## src/rtl/if_fetch_unit.sv

```systemverilog
// Instruction-fetch stage feeding the IF/ID pipeline register.
// Owns the PC and keeps at most one word request outstanding to instruction
// memory. A one-entry skid buffer absorbs a response that arrives while IF/ID
// is stalled. Redirects flush the presented slot and the skid. A response
// still in flight during a redirect is drained and discarded.
module if_fetch_unit #(
  parameter logic [31:0] RESET_PC  = 32'h0000_0000,
  parameter logic [31:0] NOP_INSTR = 32'h0000_0013
) (
  input  logic        clk,
  input  logic        reset,
  input  logic        stall,
  input  logic        redirect_valid,
  input  logic [31:0] redirect_pc,
  output logic        imem_req,
  output logic [31:0] imem_addr,
  input  logic        imem_ready,
  input  logic        imem_rvalid,
  input  logic [31:0] imem_rdata,
  output logic [31:0] PC_out,
  output logic [31:0] instruction_out,
  output logic [31:0] adder_out,
  output logic        fetch_valid
);

  // FETCH: may issue a request; WAIT: one request outstanding;
  // HOLD: response parked in skid until IF/ID frees the slot;
  // DRAIN: outstanding response belongs to a flushed path.
  typedef enum logic [1:0] {
    ST_FETCH = 2'd0,
    ST_WAIT  = 2'd1,
    ST_HOLD  = 2'd2,
    ST_DRAIN = 2'd3
  } state_t;

  // Clear the two byte-offset bits so every fetch address is word aligned.
  function automatic logic [31:0] word_align(input logic [31:0] addr);
    return addr & 32'hFFFF_FFFC;
  endfunction

  // Sequential address; wraps modulo 2^32 by construction.
  function automatic logic [31:0] next_word(input logic [31:0] addr);
    return addr + 32'd4;
  endfunction

  state_t      r_state;
  state_t      w_state_nxt;

  logic [31:0] r_pc;
  logic [31:0] r_req_addr;
  logic        r_skid_valid;
  logic [31:0] r_skid_pc;
  logic [31:0] r_skid_instr;
  logic        r_fetch_valid;
  logic [31:0] r_pc_out;
  logic [31:0] r_instr_out;
  logic [31:0] r_adder_out;

  logic [31:0] w_pc_nxt;
  logic [31:0] w_req_addr_nxt;
  logic        w_skid_valid_nxt;
  logic [31:0] w_skid_pc_nxt;
  logic [31:0] w_skid_instr_nxt;
  logic        w_fetch_valid_nxt;
  logic [31:0] w_pc_out_nxt;
  logic [31:0] w_instr_out_nxt;
  logic [31:0] w_adder_out_nxt;

  logic        w_req;
  logic        w_accept;
  logic        w_consume;
  logic        w_slot_free;

  // A request is offered only from FETCH and never in a redirect cycle, so
  // the old path cannot get a request accepted while the PC is being replaced.
  assign w_req       = (r_state == ST_FETCH) & ~redirect_valid;
  assign w_accept    = w_req & imem_ready;
  assign w_consume   = r_fetch_valid & ~stall;
  assign w_slot_free = ~r_fetch_valid | w_consume;

  assign imem_req        = w_req;
  assign imem_addr       = r_pc;
  assign PC_out          = r_pc_out;
  assign instruction_out = r_instr_out;
  assign adder_out       = r_adder_out;
  assign fetch_valid     = r_fetch_valid;

  // Next-state and next-datapath decode; redirect has priority over everything.
  always_comb begin
    w_state_nxt       = r_state;
    w_pc_nxt          = r_pc;
    w_req_addr_nxt    = r_req_addr;
    w_skid_valid_nxt  = r_skid_valid;
    w_skid_pc_nxt     = r_skid_pc;
    w_skid_instr_nxt  = r_skid_instr;
    w_fetch_valid_nxt = r_fetch_valid;
    w_pc_out_nxt      = r_pc_out;
    w_instr_out_nxt   = r_instr_out;
    w_adder_out_nxt   = r_adder_out;

    if (redirect_valid) begin
      w_pc_nxt          = word_align(redirect_pc);
      w_fetch_valid_nxt = 1'b0;
      w_instr_out_nxt   = NOP_INSTR;
      w_skid_valid_nxt  = 1'b0;
      w_skid_pc_nxt     = 32'h0000_0000;
      w_skid_instr_nxt  = 32'h0000_0000;
      case (r_state)
        ST_WAIT: begin
          // A response landing in the redirect cycle is simply dropped;
          // otherwise it is still coming and must be drained.
          if (imem_rvalid) begin
            w_state_nxt = ST_FETCH;
          end else begin
            w_state_nxt = ST_DRAIN;
          end
        end
        ST_DRAIN: w_state_nxt = ST_DRAIN;
        default:  w_state_nxt = ST_FETCH;
      endcase
    end else begin
      if (w_accept) begin
        w_pc_nxt       = next_word(r_pc);
        w_req_addr_nxt = r_pc;
      end else begin
        w_pc_nxt       = r_pc;
        w_req_addr_nxt = r_req_addr;
      end

      // Consuming the presented instruction leaves a bubble unless something
      // new is loaded below in the same cycle.
      if (w_consume) begin
        w_fetch_valid_nxt = 1'b0;
        w_instr_out_nxt   = NOP_INSTR;
      end else begin
        w_fetch_valid_nxt = r_fetch_valid;
        w_instr_out_nxt   = r_instr_out;
      end

      case (r_state)
        ST_FETCH: begin
          if (w_accept) begin
            w_state_nxt = ST_WAIT;
          end else begin
            w_state_nxt = ST_FETCH;
          end
        end
        ST_WAIT: begin
          if (imem_rvalid) begin
            if (w_slot_free) begin
              w_fetch_valid_nxt = 1'b1;
              w_pc_out_nxt      = r_req_addr;
              w_instr_out_nxt   = imem_rdata;
              w_adder_out_nxt   = next_word(r_req_addr);
              w_state_nxt       = ST_FETCH;
            end else begin
              w_skid_valid_nxt  = 1'b1;
              w_skid_pc_nxt     = r_req_addr;
              w_skid_instr_nxt  = imem_rdata;
              w_state_nxt       = ST_HOLD;
            end
          end else begin
            w_state_nxt = ST_WAIT;
          end
        end
        ST_HOLD: begin
          if (w_consume & r_skid_valid) begin
            w_fetch_valid_nxt = 1'b1;
            w_pc_out_nxt      = r_skid_pc;
            w_instr_out_nxt   = r_skid_instr;
            w_adder_out_nxt   = next_word(r_skid_pc);
            w_skid_valid_nxt  = 1'b0;
            w_state_nxt       = ST_FETCH;
          end else if (~r_skid_valid) begin
            // Empty skid in HOLD cannot occur; recover to FETCH rather than lock up.
            w_state_nxt = ST_FETCH;
          end else begin
            w_state_nxt = ST_HOLD;
          end
        end
        ST_DRAIN: begin
          if (imem_rvalid) begin
            w_state_nxt = ST_FETCH;
          end else begin
            w_state_nxt = ST_DRAIN;
          end
        end
        default: w_state_nxt = ST_FETCH;
      endcase
    end
  end

  // FSM state register.
  always_ff @(posedge clk) begin
    if (reset) begin
      r_state <= ST_FETCH;
    end else begin
      r_state <= w_state_nxt;
    end
  end

  // PC, outstanding-request address, skid buffer and IF/ID output registers.
  always_ff @(posedge clk) begin
    if (reset) begin
      r_pc          <= RESET_PC;
      r_req_addr    <= 32'h0000_0000;
      r_skid_valid  <= 1'b0;
      r_skid_pc     <= 32'h0000_0000;
      r_skid_instr  <= 32'h0000_0000;
      r_fetch_valid <= 1'b0;
      r_pc_out      <= 32'h0000_0000;
      r_instr_out   <= NOP_INSTR;
      r_adder_out   <= 32'h0000_0000;
    end else begin
      r_pc          <= w_pc_nxt;
      r_req_addr    <= w_req_addr_nxt;
      r_skid_valid  <= w_skid_valid_nxt;
      r_skid_pc     <= w_skid_pc_nxt;
      r_skid_instr  <= w_skid_instr_nxt;
      r_fetch_valid <= w_fetch_valid_nxt;
      r_pc_out      <= w_pc_out_nxt;
      r_instr_out   <= w_instr_out_nxt;
      r_adder_out   <= w_adder_out_nxt;
    end
  end

endmodule
```

## config.mk

```make
export PLATFORM = sky130hd
export DESIGN_NAME = if_fetch_unit
export DESIGN_NICKNAME = d
export VERILOG_FILES = /design/src/rtl/if_fetch_unit.sv
export SDC_FILE = /design/constraint.sdc
export NUM_CORES = 1
export LEC_CHECK = 0
export ABC_AREA = 1
export CAP_MARGIN = 15
export CORE_MARGIN = 5
export CORE_UTILIZATION = 52
export DETAILED_ROUTE_END_ITERATION = 8
export PLACE_DENSITY = 0.82
export RECOVER_POWER = 100
export SYNTH_ARGS = -nofsm -noshare
export SYNTH_HDL_FRONTEND = slang
export SYNTH_SLANG_ARGS = --single-unit
```

## constraint.sdc

```tcl
create_clock -name clk -period 2.84 [get_ports clk]
set_input_delay 0.71 -clock clk [delete_from_list [all_inputs] [get_ports clk]]
set_output_delay 0.71 -clock clk [all_outputs]
set_load 0.05 [all_outputs]
```

==> flow_summary.ini <==
[worst_setup_path]
crit_fanout = 8
max_stage_delay_ns = 0.94
cp_top_family = buffers and inverters
critPathBufInv = 1
worstSetupStartpointType = flop
required_ns = 2.13
crit_type = flop to primary output
crit_arrival_ns = 1.98
worstPathCellList = dlygate4sd3_1
slowest_stage = dlygate4sd3_1
cp-end-kind = primary output

[global_routing]
antenna_found_initial = 0
grt_usage = 0.260
grt_pass1_wl_um = 48300
grt_pass1_vias = 9680
grt_max_degree = 65
grt_overflow = 0

[final_layout]
fill_cells = 1700
area_delta_synth_final_pct = 26.8
final_core_util = 0.669
layout-drive-gt1-share = 0.0575
layout.nets = 1732
final_area_mm2 = 0.0130
antennaDiodeCount = 0

[placed_design]
dp_hpwl_um = 21600
place_congestion = 0.896
port_buffers = 191
placed_cell_area_mm2 = 0.0124

[yosys]
synth_cell_type_count = 47
synth_compound_area_frac = 0.209
synth_top_family_by_area = simple AND/OR/NAND/NOR gates
seq_area_frac_synth = 0.425
yosys.area_share.adder = 0.00853
muxShareOfSynthArea = 0
synth-seq-cells = 218
ys_async_sr_fraction = 0
syn_area_per_cell_um2 = 6.88
synth_cells = 1493
syn-cell-area_mm2 = 0.0103
yosys_warnings = 0
synthSimpleGateAreaFrac = 0.251
synth_edf_count = 0
synth_flop_cell = dfxtp_1
synth_xor_area_frac = 0.00767

[die]
ioPinCount = 200
die_width_um = 151
start_util = 0.528
core_area_mm2 = 0.0195
fp.dieH_um = 151
die_area_mm2 = 0.0227
rows = 51

[drt]
drcViolationCount = 0
initialDrtViolationCount = 924
drt-total-wl_um = 30300
drtAntennaViolNets = 0
via_per_inst = 5.40
wl_per_cell_um = 15.6
vias = 10458
first_pass_iters = 5

[clocking]
cts_resized = 0
clk_latency_ns = 0.51
post_cts_buffers = 0
clk_pin_slew_ns = 0.06
cts_hold_buf = 0
cts_buffers = 23
htreeDepth = 1
cts_tree = done
cts.sink_count = 218
cts_buffer_depth = 3
cts-root-buf = clkbuf_16

[timing]
finalHoldViolations = 0
fmax_mhz = 372
finClkSkew_ns = 0.00975
tightestPinTransition_ns = 1.06
rsz0062_at_grt = false
slew_headroom = 0.294
slew_viol_final = 0
holdWs_ns = 0.451
setup_violations = 0
tns_ns = 0
fin_crit_sh = 0.946
period_needed_ns = 2.69

[run_status]
status = complete, no violations

[power]
p_leak_nw = 5.53
ir_worst_vdd_mv = 0.350
p_per_area_mw_per_mm2 = 548

[flow_run]
drv_cap = 0

[worst_hold_path]
hold_class = flop to flop
==> where the power goes <==
part | internal (W) | total [W] | switching (W)
Clock | 0.00186 | 0.00308 | 0.00121
Sequential | 0.00314 | 0.00321 | 0.0000696
Combinational | 0.000270 | 0.000848 | 0.000578
Total | 0.00527 | 0.00713 | 0.00186
==> registers in the layout, indices dropped and copies added (netlist names) <==
signal           flops
PC_out              30
adder_out           30
fetch_valid          1
imem_addr           30
instruction_out     32
r_req_addr          30
r_skid_instr        32
r_skid_pc           30
r_skid_valid         1
r_state              2
==> kinds of logic (layout without fill, tap and decap cells) <==
kind of cell	after synthesis	count (layout)
other	1	6
AND/OR/NAND/NOR	628	628
XOR/XNOR	9	9
adder cells (fa/ha/maj)	7	7
flip-flops	218	218
buffers and inverters	238	410
AO/OA/AOI/OAI	392	392
==> cell usage after synthesis, types with 7 or more instances <==
master,count,share of area
clkbuf_1,48,0.018
nor3_1,9,0.0044
buf_2,22,0.011
buf_4,10,0.0073
xor2_1,7,0.0060
dfxtp_1,218,0.42
inv_1,144,0.053
o21ai_1,11,0.0054
nand3_1,54,0.026
o21ai_0,159,0.077
nand2_1,347,0.13
nor2_1,178,0.065
a211oi_1,17,0.012
o21ai_2,10,0.0085
a21oi_1,157,0.077
ha_1,7,0.0085
a22oi_1,16,0.012
nor2_2,9,0.0055
==> area by class of cell <==
type	instances	area [um^2]	share of cell area
clock buffers	31	646	0.0496
clock inverters	9	128	0.00980
inverters	148	556	0.0426
multi-input cells	1042	4900	0.376
flip-flops and latches	218	4360	0.335
well taps	265	332	0.0255
repair buffers	222	2100	0.161
==> routing by layer <==
metal	vias up	wire, um	GRT usage
li1	5171	-	-
met4	0	647	0.0718
met3	43	2220	0.0364
met1	4842	13200	0.356
met2	402	14200	0.432
met5	-	0	0
==> worst register-to-register path, stage by stage (launching register included) <==
cell,delay [ns]
dfxtp_1,0.33
inv_1,0.11
ha_2,0.35
buf_4,0.38
nand2_1,0.10
o21ai_1,0.26
nand2_1,0.17
nor2_1,0.18
nand2_1,0.11
nor2_4,0.22
nand2_1,0.07
o21ai_0,0.14
nor2_1,0.05
==> worst paths after layout <==
| path | from | end | slack, ns | cells past startpoint |
|---|---|---|---|---|
| worst min-delay path | r_skid_instr[20] | r_skid_instr[20] | 0.45 | 2 |
| worst min register to register | r_skid_instr[20] | r_skid_instr[20] | 0.45 | 2 |
| worst max-delay path | imem_addr[4] | imem_addr[4] | 0.15 | 1 |
| worst max register to register | r_state[0] | adder_out[26] | 0.27 | 12 |
==> placed cells by master, fill, tap and decap left out, types with 3 or more instances in the layout <==
cell	instances
nand2_1	346
clkbuf_8	4
conb_1	6
nand3b_1	5
ha_1	6
a21oi_1	157
nand2_2	6
nor2_2	6
inv_1	145
nor2_1	182
buf_4	17
clkdlybuf4s50_1	65
clkinv_2	4
clkbuf_2	7
a21boi_1	3
o21ai_2	10
xor2_1	7
nor2_4	3
nand3_1	55
clkbuf_1	10
nor3_1	9
clkbuf_16	23
a211oi_1	17
nand4_1	6
o21ai_1	9
o221ai_1	3
o21ai_0	161
nor4_1	3
bufinv_16	3
a31oi_1	5
dlygate4sd3_1	124
a22oi_1	16
dfxtp_1	218
==> stage by stage <==
| stage | worst slack, ns | total power, W | instances |
|---|---|---|---|
| CTS | 0.207 | 0.00720 | 1935 |
| finish | 0.152 | 0.00713 | 1935 |
| global route | 0.0740 | 0.00738 | 1935 |
| global placement | 0.196 | 0.00414 | 1895 |
| floorplan | 0.328 | 0.00380 | 1498 |
| detailed placement | 0.198 | 0.00415 | 1895 |
Note: power is estimated with default switching activity, not from simulation.
==> RTL change (same flow settings) <==
The 4 states of `state_t` get a Gray code encoding in 2 bits.
--- a/src/rtl/if_fetch_unit.sv
+++ b/src/rtl/if_fetch_unit.sv
@@ -28,8 +28,8 @@
   // DRAIN: outstanding response belongs to a flushed path.
   typedef enum logic [1:0] {
-    ST_FETCH = 2'd0,
-    ST_WAIT  = 2'd1,
-    ST_HOLD  = 2'd2,
-    ST_DRAIN = 2'd3
+    ST_FETCH = 2'b00,
+    ST_WAIT  = 2'b01,
+    ST_HOLD  = 2'b11,
+    ST_DRAIN = 2'b10
   } state_t;
 
Function: same outputs for any inputs over 4 cycles, from zero or initial values and one cycle with reset high; so few cycles prove little.
==> RTL change against the unedited design <==
Global-route usage down 1.4 points. Critical path depth unchanged. Maximum frequency increased by 1.4%. Final area is 2.3% higher. Routed wire length shrank 0.73%. Sequential cell count did not move. Combinational power shrank 6.4%. Power shrank 0.65%. Non-clock buffer count is the same. Area after synthesis is 2.3% higher. Worst setup slack improved by 36 ps. Critical endpoint is now imem_addr[10].
==> RTL change: results (changes against the unedited design) <==
Critical path
  – Slowest-stage cell, CP: dlygate4sd3_1
  – Critical Path Start: imem_addr[10]
  – Slowest cell delay on critical path: 930 ps
  – Worst Reg-to-Reg Cells: 11 (-1)
  – Family with the most delay on the worst path: buffers and inverters
  – Worst EP arrival: 1940 ps (-40 ps)
  – RR Startpoint: r_state[0]
  – Worst Path Max Fanout: 6 (-2)

Clocking
  – CTS max path bufs: 3 (unchanged)
  – Clock Pin Slew Worst Setup and Hold Paths: 60 ps (about the same)
  – CTS resizes: 0 (unchanged)
  – H-tree depth: 1 (unchanged)
  – Insertion delay to the later sink of the worst-skew pair: roughly 500 ps
  – Root buffer cell: clkbuf_16
  – Setup repair bufs after CTS: 0 (unchanged)
  – TritonCTS Buffers: 23 (unchanged)

STA
  – Slew HR: 32.7% (+3.3 points)
  – Fin Clk Skew: 8.61 ps (-1.14 ps)

Place
  – Port Buf Inserts: 191 (unchanged)
  – Routability Congestion: 0.877 (-2.1%)
  – Placed cell areas: 12,600 µm² (+2.0%)
  – Hpwl dp: 20,900 µm (-3.5%)

Outcome
  – Status: completed

Routing
  – Final wirelength: 30,000 µm (-0.73%)
  – First drt pass iteration count: 5 (unchanged)
  – Via count: 10,749 (+2.8%)
  – Iteration-0 DRC Markers: 713 (-23%)

GRT
  – First-pass GRT wire length: 49,200 µm (+1.8%)
  – Antenna violations before repair: 0 (unchanged)
  – Global-route usage over all layers: 24.6% (-1.4 points)
  – Largest net degree at the start of global routing: 69 (+6.2%)
  – Vias in the first global route: 10,079 (+4.1%)

Hold path
  – Worst min-delay path class: reg -> reg
  – Hold depth: 2 (unchanged)
  – Critical hold path startpoint: r_skid_instr[28]

Finish
  – Ant diodes: 0 (unchanged)
  – Share of layout cells above drive strength 1: 6.29% (+0.54 points)
  – Final nets: 1,762 (+1.7%)

Pwr
  – VDD IR-drop max: 0.000319 V (-8.8%)
  – Leakage: 0.00527 µW (-4.7%)

Logic synthesis
  – Commonest cells post-synth: nand2_1, dfxtp_1, nor2_1
  – Top post-synthesis cells by area: dfxtp_1, nand2_1, nor2_1
  – Yosys warnings: 0 (unchanged)
  – Ys async rst share: 0% (unchanged)
  – Sequential share of the synthesized area: 41.6% (-0.94 points)
  – Synth cell types: 47 (unchanged)
[RTL change: layer usage]
layer / wire, µm / up-vias / track usage [%]
met5: 0 / - / 0
met2: 14000 / 414 / 40.3
met3: 2150 / 53 / 3.92
met4: 702 / 0 / 7.58
met1: 13200 / 4974 / 33.5
li1: - / 5308 / -
[RTL change: logic make-up after synthesis]
kind of cell               after synthesis  synth area share, %
adders and majority gates                7                0.834
and+or+nand+nor                        613                 24.4
AOI/OAI and AO/OA                      410                 21.5
other                                    1               0.0357
buffers and inverters                  266                 10.5
DFF                                    218                 41.6
xor gates and xnor gates                14                 1.17
[RTL change: worst paths after layout]
check | endpoint | slack [ps]
setup / recovery | imem_addr[10] | 190
hold / removal | r_skid_instr[28] | 450
setup reg to reg | adder_out[19] | 230
hold reg to reg | r_skid_instr[28] | 450
[RTL change: final cells by class]
cell class	instances	area [µm²]
timing repair buffer	222	2150
sequential	218	4360
fill	1792	6720
clock inverter	7	113
tap	270	338
clock buffer	34	667
inverter	170	638
multi-input combinational	1050	5050
[RTL change: power breakdown]
part	internal, µW	switching, µW
clock	1890	1200
sequential	3130	70.7
combinational	269	525
[RTL change: stage by stage]
stage | setup WS [ps] | cells | power (µW)
finish | 188 | 1971 | 7090
global route | 40.6 | 1971 | 7330
CTS | 234 | 1971 | 7150
detailed placement | 158 | 1930 | 4070
global placement | 188 | 1930 | 4060
floorplan | 144 | 1534 | 3750
